### src/rtl/writeback_stage_if.sv
// MEM->WB bundle for the writeback stage: MEM-stage results in, register file
// write port, forwarding info and retired-instruction count out.
interface writeback_stage_if #(
  parameter int XLEN  = 32,
  parameter int CNT_W = 64
);
  // MEM-stage side
  logic             mem_valid;
  logic             stall;
  logic             flush;
  logic             reg_write_in;
  logic [4:0]       rd_in;
  logic [1:0]       wb_sel_in;
  logic [2:0]       load_funct3_in;
  logic [XLEN-1:0]  alu_result_in;
  logic [XLEN-1:0]  load_word_in;
  logic [XLEN-1:0]  pc_plus_4_in;

  // Register file / hazard unit side
  logic             en;
  logic [XLEN-1:0]  register_file_data;
  logic [4:0]       rd;
  logic             fwd_valid;
  logic [4:0]       fwd_rd;
  logic [XLEN-1:0]  fwd_data;
  logic [CNT_W-1:0] instret;

  modport master (
    output mem_valid, stall, flush, reg_write_in, rd_in, wb_sel_in,
           load_funct3_in, alu_result_in, load_word_in, pc_plus_4_in,
    input  en, register_file_data, rd, fwd_valid, fwd_rd, fwd_data, instret
  );

  modport slave (
    input  mem_valid, stall, flush, reg_write_in, rd_in, wb_sel_in,
           load_funct3_in, alu_result_in, load_word_in, pc_plus_4_in,
    output en, register_file_data, rd, fwd_valid, fwd_rd, fwd_data, instret
  );
endinterface

### src/rtl/writeback_stage.sv
// MEM/WB pipeline register with load extraction, writeback source select,
// register file write port, forwarding outputs and retired-instruction counter.
module writeback_stage #(
  parameter int XLEN  = 32,
  parameter int CNT_W = 64
) (
  input  logic              clk,
  input  logic              rst_n,
  writeback_stage_if.slave  wb
);
  localparam logic [2:0] F3_LB  = 3'b000;
  localparam logic [2:0] F3_LH  = 3'b001;
  localparam logic [2:0] F3_LBU = 3'b100;
  localparam logic [2:0] F3_LHU = 3'b101;

  localparam logic [1:0] SEL_LOAD = 2'b01;
  localparam logic [1:0] SEL_PC4  = 2'b10;

  logic             r_valid;
  logic             r_reg_write;
  logic [4:0]       r_rd;
  logic [1:0]       r_wb_sel;
  logic [2:0]       r_funct3;
  logic [XLEN-1:0]  r_alu_result;
  logic [XLEN-1:0]  r_load_word;
  logic [XLEN-1:0]  r_pc_plus_4;
  logic [CNT_W-1:0] r_instret;

  logic             w_retire;
  logic [7:0]       w_byte_lane [4];
  logic [15:0]      w_half_lane [2];
  logic [7:0]       w_byte;
  logic [15:0]      w_half;
  logic [XLEN-1:0]  w_load_data;
  logic [XLEN-1:0]  w_wb_data;
  logic             w_en;

  // An instruction leaves WB only when the stage advances normally.
  assign w_retire = r_valid & ~wb.stall & ~wb.flush;

  always_ff @(posedge clk or negedge rst_n) begin
    if (!rst_n) begin
      r_valid      <= 1'b0;
      r_reg_write  <= 1'b0;
      r_rd         <= 5'd0;
      r_wb_sel     <= 2'b00;
      r_funct3     <= 3'b000;
      r_alu_result <= '0;
      r_load_word  <= '0;
      r_pc_plus_4  <= '0;
    end else if (wb.flush) begin
      r_valid      <= 1'b0;
    end else if (!wb.stall) begin
      r_valid      <= wb.mem_valid;
      r_reg_write  <= wb.reg_write_in;
      r_rd         <= wb.rd_in;
      r_wb_sel     <= wb.wb_sel_in;
      r_funct3     <= wb.load_funct3_in;
      r_alu_result <= wb.alu_result_in;
      r_load_word  <= wb.load_word_in;
      r_pc_plus_4  <= wb.pc_plus_4_in;
    end
  end

  always_ff @(posedge clk or negedge rst_n) begin
    if (!rst_n) begin
      r_instret <= '0;
    end else if (w_retire) begin
      r_instret <= r_instret + 1'b1;
    end
  end

  genvar gi;
  generate
    for (gi = 0; gi < 4; gi++) begin : g_byte_lane
      assign w_byte_lane[gi] = r_load_word[8*gi +: 8];
    end
    for (gi = 0; gi < 2; gi++) begin : g_half_lane
      assign w_half_lane[gi] = r_load_word[16*gi +: 16];
    end
  endgenerate

  // Halfword lane uses only off[1]; misaligned halfwords are not trapped here.
  assign w_byte = w_byte_lane[r_alu_result[1:0]];
  assign w_half = w_half_lane[r_alu_result[1]];

  always_comb begin
    w_load_data = r_load_word;
    case (r_funct3)
      F3_LB:   w_load_data = {{(XLEN-8){w_byte[7]}}, w_byte};
      F3_LH:   w_load_data = {{(XLEN-16){w_half[15]}}, w_half};
      F3_LBU:  w_load_data = {{(XLEN-8){1'b0}}, w_byte};
      F3_LHU:  w_load_data = {{(XLEN-16){1'b0}}, w_half};
      default: w_load_data = r_load_word;
    endcase
  end

  always_comb begin
    w_wb_data = r_alu_result;
    case (r_wb_sel)
      SEL_LOAD: w_wb_data = w_load_data;
      SEL_PC4:  w_wb_data = r_pc_plus_4;
      default:  w_wb_data = r_alu_result;
    endcase
  end

  // x0 is hardwired to zero, so writes to it are never enabled.
  assign w_en = r_valid & r_reg_write & (r_rd != 5'd0);

  assign wb.en                 = w_en;
  assign wb.rd                 = r_rd;
  assign wb.register_file_data = w_wb_data;
  assign wb.fwd_valid          = w_en;
  assign wb.fwd_rd             = r_rd;
  assign wb.fwd_data           = w_wb_data;
  assign wb.instret            = r_instret;
endmodule

### src/flat_wrapper.sv
// flat-port wrapper written by rule: the top's interface ports become plain ports
module writeback_stage_flat 
#(
  parameter int XLEN  = 32,
  parameter int CNT_W = 64
)
  (clk, rst_n, wb_mem_valid, wb_stall, wb_flush, wb_reg_write_in, wb_rd_in, wb_wb_sel_in, wb_load_funct3_in, wb_alu_result_in, wb_load_word_in, wb_pc_plus_4_in, wb_en, wb_register_file_data, wb_rd, wb_fwd_valid, wb_fwd_rd, wb_fwd_data, wb_instret);
  writeback_stage_if #(.XLEN(XLEN), .CNT_W(CNT_W)) wb_i ();
  input  logic clk;
  input  logic rst_n;
  input wire logic [$bits(wb_i.mem_valid)-1:0] wb_mem_valid;
  input wire logic [$bits(wb_i.stall)-1:0] wb_stall;
  input wire logic [$bits(wb_i.flush)-1:0] wb_flush;
  input wire logic [$bits(wb_i.reg_write_in)-1:0] wb_reg_write_in;
  input wire logic [$bits(wb_i.rd_in)-1:0] wb_rd_in;
  input wire logic [$bits(wb_i.wb_sel_in)-1:0] wb_wb_sel_in;
  input wire logic [$bits(wb_i.load_funct3_in)-1:0] wb_load_funct3_in;
  input wire logic [$bits(wb_i.alu_result_in)-1:0] wb_alu_result_in;
  input wire logic [$bits(wb_i.load_word_in)-1:0] wb_load_word_in;
  input wire logic [$bits(wb_i.pc_plus_4_in)-1:0] wb_pc_plus_4_in;
  output wire logic [$bits(wb_i.en)-1:0] wb_en;
  output wire logic [$bits(wb_i.register_file_data)-1:0] wb_register_file_data;
  output wire logic [$bits(wb_i.rd)-1:0] wb_rd;
  output wire logic [$bits(wb_i.fwd_valid)-1:0] wb_fwd_valid;
  output wire logic [$bits(wb_i.fwd_rd)-1:0] wb_fwd_rd;
  output wire logic [$bits(wb_i.fwd_data)-1:0] wb_fwd_data;
  output wire logic [$bits(wb_i.instret)-1:0] wb_instret;
  assign wb_i.mem_valid = wb_mem_valid;
  assign wb_i.stall = wb_stall;
  assign wb_i.flush = wb_flush;
  assign wb_i.reg_write_in = wb_reg_write_in;
  assign wb_i.rd_in = wb_rd_in;
  assign wb_i.wb_sel_in = wb_wb_sel_in;
  assign wb_i.load_funct3_in = wb_load_funct3_in;
  assign wb_i.alu_result_in = wb_alu_result_in;
  assign wb_i.load_word_in = wb_load_word_in;
  assign wb_i.pc_plus_4_in = wb_pc_plus_4_in;
  assign wb_en = wb_i.en;
  assign wb_register_file_data = wb_i.register_file_data;
  assign wb_rd = wb_i.rd;
  assign wb_fwd_valid = wb_i.fwd_valid;
  assign wb_fwd_rd = wb_i.fwd_rd;
  assign wb_fwd_data = wb_i.fwd_data;
  assign wb_instret = wb_i.instret;
  writeback_stage #(.XLEN(XLEN), .CNT_W(CNT_W)) u_core (.clk(clk), .rst_n(rst_n), .wb(wb_i));
endmodule
### config.mk
export PLATFORM = sky130hd
export DESIGN_NAME = writeback_stage_flat
export DESIGN_NICKNAME = d
export VERILOG_FILES = /design/src/rtl/writeback_stage_if.sv /design/src/rtl/writeback_stage.sv /design/src/flat_wrapper.sv
export SDC_FILE = /design/constraint.sdc
export NUM_CORES = 1
export LEC_CHECK = 0
export CORE_MARGIN = 2
export CORE_UTILIZATION = 64
export CTS_CLUSTER_DIAMETER = 60
export DETAILED_ROUTE_END_ITERATION = 12
export DONT_BUFFER_PORTS = 1
export GPL_TIMING_DRIVEN = 0
export HOLD_SLACK_MARGIN = 0.05
export PLACE_DENSITY = 0.8
export SETUP_SLACK_MARGIN = 0.02
export SYNTH_ARGS = -nofsm -noshare
export SYNTH_HDL_FRONTEND = slang
export SYNTH_SLANG_ARGS = --single-unit
### constraint.sdc
create_clock -name clk -period 2.5 [get_ports clk]
set_input_delay 0.125 -clock clk [delete_from_list [all_inputs] [get_ports clk]]
set_output_delay 0.125 -clock clk [all_outputs]
set_load 0.005 [all_outputs]
# Yosys cells after proc, flatten, opt, wreduce, memory -nomap -nowiden
# Index checks and enable logic that the tools add are counted.
[word_totals] ff_bits=172 output_inout_bits=140 word_cells=39
[classes] add_sub_neg=1 order_cmp=2 n_eq_ne=6 muxes=10 bitwise_logic=8 reduce_logical=3
[ops] op="$pmux W32 S4" count=1
[ops] op="$add A64 B1 Y64 const B" count=1
[ops] op="$pmux W32 S2" count=1
[ops] op="$mux W16" count=3
[ops] op="$bmux W8 S2" count=1
[ops] op="$mux W8" count=2
[ops] op="$eq A3 B3 Y1 const B" count=2
[ops] op="$reduce_bool A5 Y1" count=1
[ops] op="$and A1 B1 Y1" count=4
[ops] op="$eq A3 B1 Y1 const B" count=1
[ops] op="$ge A3 B3 Y1 const B" count=1
[ops] op="$logic_not A3 Y1" count=1
[ops] op="$not A2 Y3" count=1
[ops] op="$eq A2 B1 Y1 const B" count=1
[ops] op="$eq A2 B2 Y1 const B" count=1
[ops] op="$ge A2 B2 Y1 const B" count=1
[ops] op="$mux W1" count=2
[ops] op="$ne A2 B1 Y1 const B" count=1
[ops] op="$not A1 Y1" count=2
[ops] op="$not A1 Y2" count=1
[ops] op="$reduce_and A2 Y1" count=1

# Logic depth before layout (Yosys ltp)
[depth] word_depth=6 ltp_mapped=9 ltp_nobuf=6

# Least setup slack after synthesis
# No wires, ideal clock.
[synth_path] kind="register to output" from="register u_core.r_wb_sel[1]" to="output port wb_register_file_data[17]" arrival_ps=1941 path_slack_ps=434 stages_incl_launch_ff=10 path_buffers=4 cell_sequence="dfrtp_1 -> inv_1 -> ha_1 -> clkbuf_1 -> nor2b_1 -> clkbuf_1 -> o21ai_1 -> clkbuf_1 -> o221ai_1 -> buf_4"
[synth_via] elab_chain_len=2 word_cells_on_any_way=3 cone_classes="eq/ne (2); mux (1)"
[synth_lines] element="start, declared" line_no="writeback_stage.sv:22" source="logic [1:0] r_wb_sel;"
[synth_lines] element="start signal, assigned" line_no="writeback_stage.sv:57" source="r_wb_sel <= wb.wb_sel_in;"
[synth_lines] element="$eq A2 B2 Y1 / $eq A2 B1 Y1 (equally long branches)" line_no="writeback_stage.sv:100" source="case (r_wb_sel)"
[synth_lines] element="$pmux W32 S2 (*)" line_no="writeback_stage.sv:100"
[synth_lines] element="end, declared" line_no="flat_wrapper.sv:22" source="output wire logic [$bits(wb_i.register_file_data)-1:0] wb_register_file_data;"
# Mark *: on every way between the ends. The rest lies on a longest branch, timed or not.

# Worst setup path after layout
[layout_path] from="register u_core.r_alu_result[1]" to="output port wb_register_file_data[27]"
[layout_via] elab_chain_len=6 word_cells_on_any_way=10 cone_classes="mux (8); bitwise (2)"
[layout_lines] element="start, declared" line_no="writeback_stage.sv:24" source="logic [XLEN-1:0] r_alu_result;"
[layout_lines] element="start signal, assigned" line_no="writeback_stage.sv:59" source="r_alu_result <= wb.alu_result_in;"
[layout_lines] element="$not A2 Y3 (implied by the code) / $not A1 Y2 (equally long branches)" line_no="writeback_stage.sv:84, writeback_stage.sv:85"
[layout_lines] element="$bmux W8 S2 / $mux W16 (equally long branches)" line_no="writeback_stage.sv:84, writeback_stage.sv:85"
[layout_lines] element="$mux W8 (implied by the code) / $mux W16 (equally long branches) (2 in series)" line_no="writeback_stage.sv:84, writeback_stage.sv:85"
[layout_lines] element="$pmux W32 S4 (*)" line_no="writeback_stage.sv:89" source="case (r_funct3)"
[layout_lines] element="$pmux W32 S2 (*)" line_no="writeback_stage.sv:100"
# Mark *: on every way between the ends. The rest lies on a longest branch, timed or not. The select of a mux whose other input is x is not followed.

==> run metrics <==
outcome=finished with violations; violated checks=hold timing, setup timing; row cnt=roughly 40; Synth area leaders=dfrtp_1 (51%), mux2_2 (16%), xor2_1 (3.9%); Cell Pwr Density=737 mW/mm2; via count=7265; register bit total from synthesis=approximately 170; met2 routed wirelength=~14 mm; CTS Root Cell=clkbuf_16; layout cell share with drive strength beyond 1=28.9%; post-synth top area cell=dfrtp_1; reg2reg start=u_core.wb.instret[0]; Placed Cells incl. Taps=slightly above 900; Routed met1 length=9.79 mm; WL met3=between 3 and 4 mm; CP max stage cell=dfrtp_2; Clock Skew=approximately 0.0069 ns; First DRT Iteration DRCs=just under 900; drc violations=0; cts bufs inserted=17; H-tree depth=4; number of routed nets with antenna violations=0; nets=between 1000 and 1500; worst-path maximum fanout=10; LEAKAGE=roughly 4.7 nW; max_cap viols=0; core box area=roughly 0.013 mm2; Crit path buffers/inverters=3; Worst path depth=7; number of global-route vias before repair=slightly above 7000; Max Root-Sink Buffers=2; post-synthesis area per instance=between 10 and 15 um2; Layout fillers=~600; Main synth FF type=dfrtp_1; Synthesized Nets=about 870; CTS tree=built; FF-to-FF path depth=7; sequential area share after synthesis=roughly half; Die Ht=roughly 120 um; Vias/cell=6.72; most common cell after layout, fill and taps aside=dfrtp_1; Pre-antenna DRT Iters=6; Hold Vio Cnt, Final=between 150 and 200; Req. time, crit path=approximately 2.4 ns; worst rel slew slack=approximately half; Layout Utilization=84.6%; Die W=119 um; clock latency on the worst-skew pair=~0.43 ns; global-route wire length before repair=40.0 mm; DR WL/cell=around 27 um; largest net degree at the start of global routing=~170; Total GRT Usage=36.9%; Fmax=0.366 GHz; final setup violating endpoints=22; terminus of the critical flop-to-flop path=u_core.wb.instret[54]; peak supply drop=between 500 and 600 uV; Final Total Pwr=approximately 0.0079 W; multi-input logic area=between 0.003 and 0.004 mm2; nature of the critical path endpoint=primary output; Post-synth ARST share=between 90% and 100%; CP delay by family, top=compound AO/OA/AOI/OAI gates; Distinct cells, synth=46; RSZ-0062 raised after global routing=true; Setup WS post-layout=-0.233 ns; antenna violations before repair=2; Post-Synthesis Cells=754; clk slew on worst S/H paths=around 0.06 ns; Num Clock Sinks=around 170; worst hold slack=-0.612 ns; CP arrival=2.61 ns; worst slew pin tran=around 0.75 ns; Post-Layout Cell Count=about 1100; top cell type's share of synthesized area=about half; IO buf count=0; most frequent cells in the layout=dfrtp_1 (169), mux2_2 (116), dlygate4sd3_1 (109), nand2_1 (84), nor2_1 (58); Pins Over Slew Limit=0; Register Area=between 0.004 and 0.005 mm2; max incr delay on CP=between 0.4 and 0.5 ns; Post-DP HPWL=roughly 16 mm; Post-synth EDFFs=0; routability cong.=just over 0.9; pre-CTS setup slack=-0.282 ns; Total Wirelength=roughly 29 mm; Top Metal Used=met5; flop-to-flop setup slack=between 0.15 and 0.2 ns; area grow syn2layout=28.0%; Synth warnings=0; Congestion Overflow GR=0; CP cell instances=inv_1 -> o311ai_1 -> a221oi_2 -> o21ai_2 -> clkbuf_8 -> o221ai_2 -> buf_4; Initial Utilization=between 60% and 70%; IO Count=between 200 and 300; Worst Setup Path Type=reg -> out; Post-Synthesis Cell Area=between 0.008 and 0.009 mm2; period utilization=109%; hold crit path type=in -> async; DIE AREA=between 0.01 and 0.015 mm2; crit start category=flip-flop; Tmin final=2.73 ns; Hold Buf Count CTS=between 100 and 150
==> sequential cells by signal, indices dropped and copies added (netlist names) <==
signal and flops:
u_core.wb.fwd_rd 5, u_core.r_valid 1, u_core.wb.instret 64, u_core.r_pc_plus_4 32, u_core.r_alu_result 32, u_core.r_wb_sel 2, u_core.r_load_word 32, u_core.r_reg_write 1
u_core.r_funct3 3
==> cells in the mapped netlist, types with 2 or more instances <==
master and number:
nor4_2 3, o221ai_1 30, nor4_1 9, dfrtp_1 172
and3_1 4, or3_1 3, o311ai_0 2, buf_4 38
ha_1 3, nor2_1 58, nand3_1 22, clkbuf_1 29
nand2_1 85, and4_1 2, inv_1 17, nor4b_1 2
and2_1 3, nor2b_1 5, o21ai_0 17, mux2_2 116
a21oi_1 11, nor3_1 15, mux2i_1 4, nand4_1 16
xor2_1 37, o211ai_1 3, nand2b_1 4, xnor2_1 26
==> metal layers <==
layer / vias to the layer above / GRT usage (%)
li1: 2900 / -
met1: 3570 / 41.6
met2: 607 / 61.5
met3: 186 / 12.7
met4: 2 / 20.0
met5: - / 0
==> worst max path at each step <==
stage | start | end | slack [ns]
2_1_floorplan | u_core.r_wb_sel[1] | wb_register_file_data[17] | 0.43
3_3_place_gp | u_core.r_wb_sel[1] | wb_register_file_data[18] | -0.29
3_5_place_dp | u_core.r_wb_sel[1] | wb_register_file_data[18] | -0.28
4_1_cts | u_core.r_wb_sel[1] | wb_register_file_data[31] | 0.006
5_1_grt | u_core.r_alu_result[0] | wb_register_file_data[27] | -0.36
6_report | u_core.r_alu_result[1] | wb_register_file_data[27] | -0.23
==> layout make-up <==
| class | instances | area share [%] |
|---|---|---|
| well taps | 172 | 2.00 |
| clock buffers | 24 | 4.57 |
| repair buffers | 124 | 11.2 |
| diodes | 1 | 0.0232 |
| inverters | 18 | 0.663 |
| multi-input cells | 495 | 36.6 |
| plain buffers | 68 | 4.15 |
| clock inverters | 7 | 0.814 |
| flip-flops and latches | 172 | 40.0 |
==> stage by stage <==
stage,hold WS (ns),cell area [um2],TNS [ns]
4_1_cts,-0.621,10500,0
2_1_floorplan,-0.171,8410,0
5_1_grt,-0.627,10800,-5.46
3_5_place_dp,-0.166,8620,-3.40
6_report,-0.612,10800,-1.18
3_3_place_gp,-0.167,8620,-3.49
==> power by group <==
part           internal (W)  switching, W  total (W)
combinational      0.000891       0.00102    0.00191
clock               0.00157       0.00109    0.00266
sequential          0.00306      0.000295    0.00336
total               0.00552       0.00241    0.00793
==> what timing repair did <==
action / in CTS / in global routing
gates cloned: 0 / 0
resized for setup: 35 / 44
buffers inserted: 1 / 14
setup endpoints to repair: 68 / 56
pin swaps: 5 / 6
hold endpoints to repair: 280 / 172
==> cells by family (layout without fill, tap and decap cells) <==
group / count (synthesis) / count (layout) / synth area share [%]
flip-flops: 172 / 172 / 51.2
AND/OR/NAND/NOR: 240 / 240 / 14.1
adder cells (fa/ha/maj): 3 / 3 / 0.446
AO/OA/AOI/OAI: 68 / 68 / 5.74
other: 0 / 1 / 0
buffers and inverters: 87 / 241 / 5.68
XOR/XNOR: 63 / 63 / 6.56
multiplexers: 121 / 121 / 16.3
Note: power is estimated with default switching activity, not from simulation.
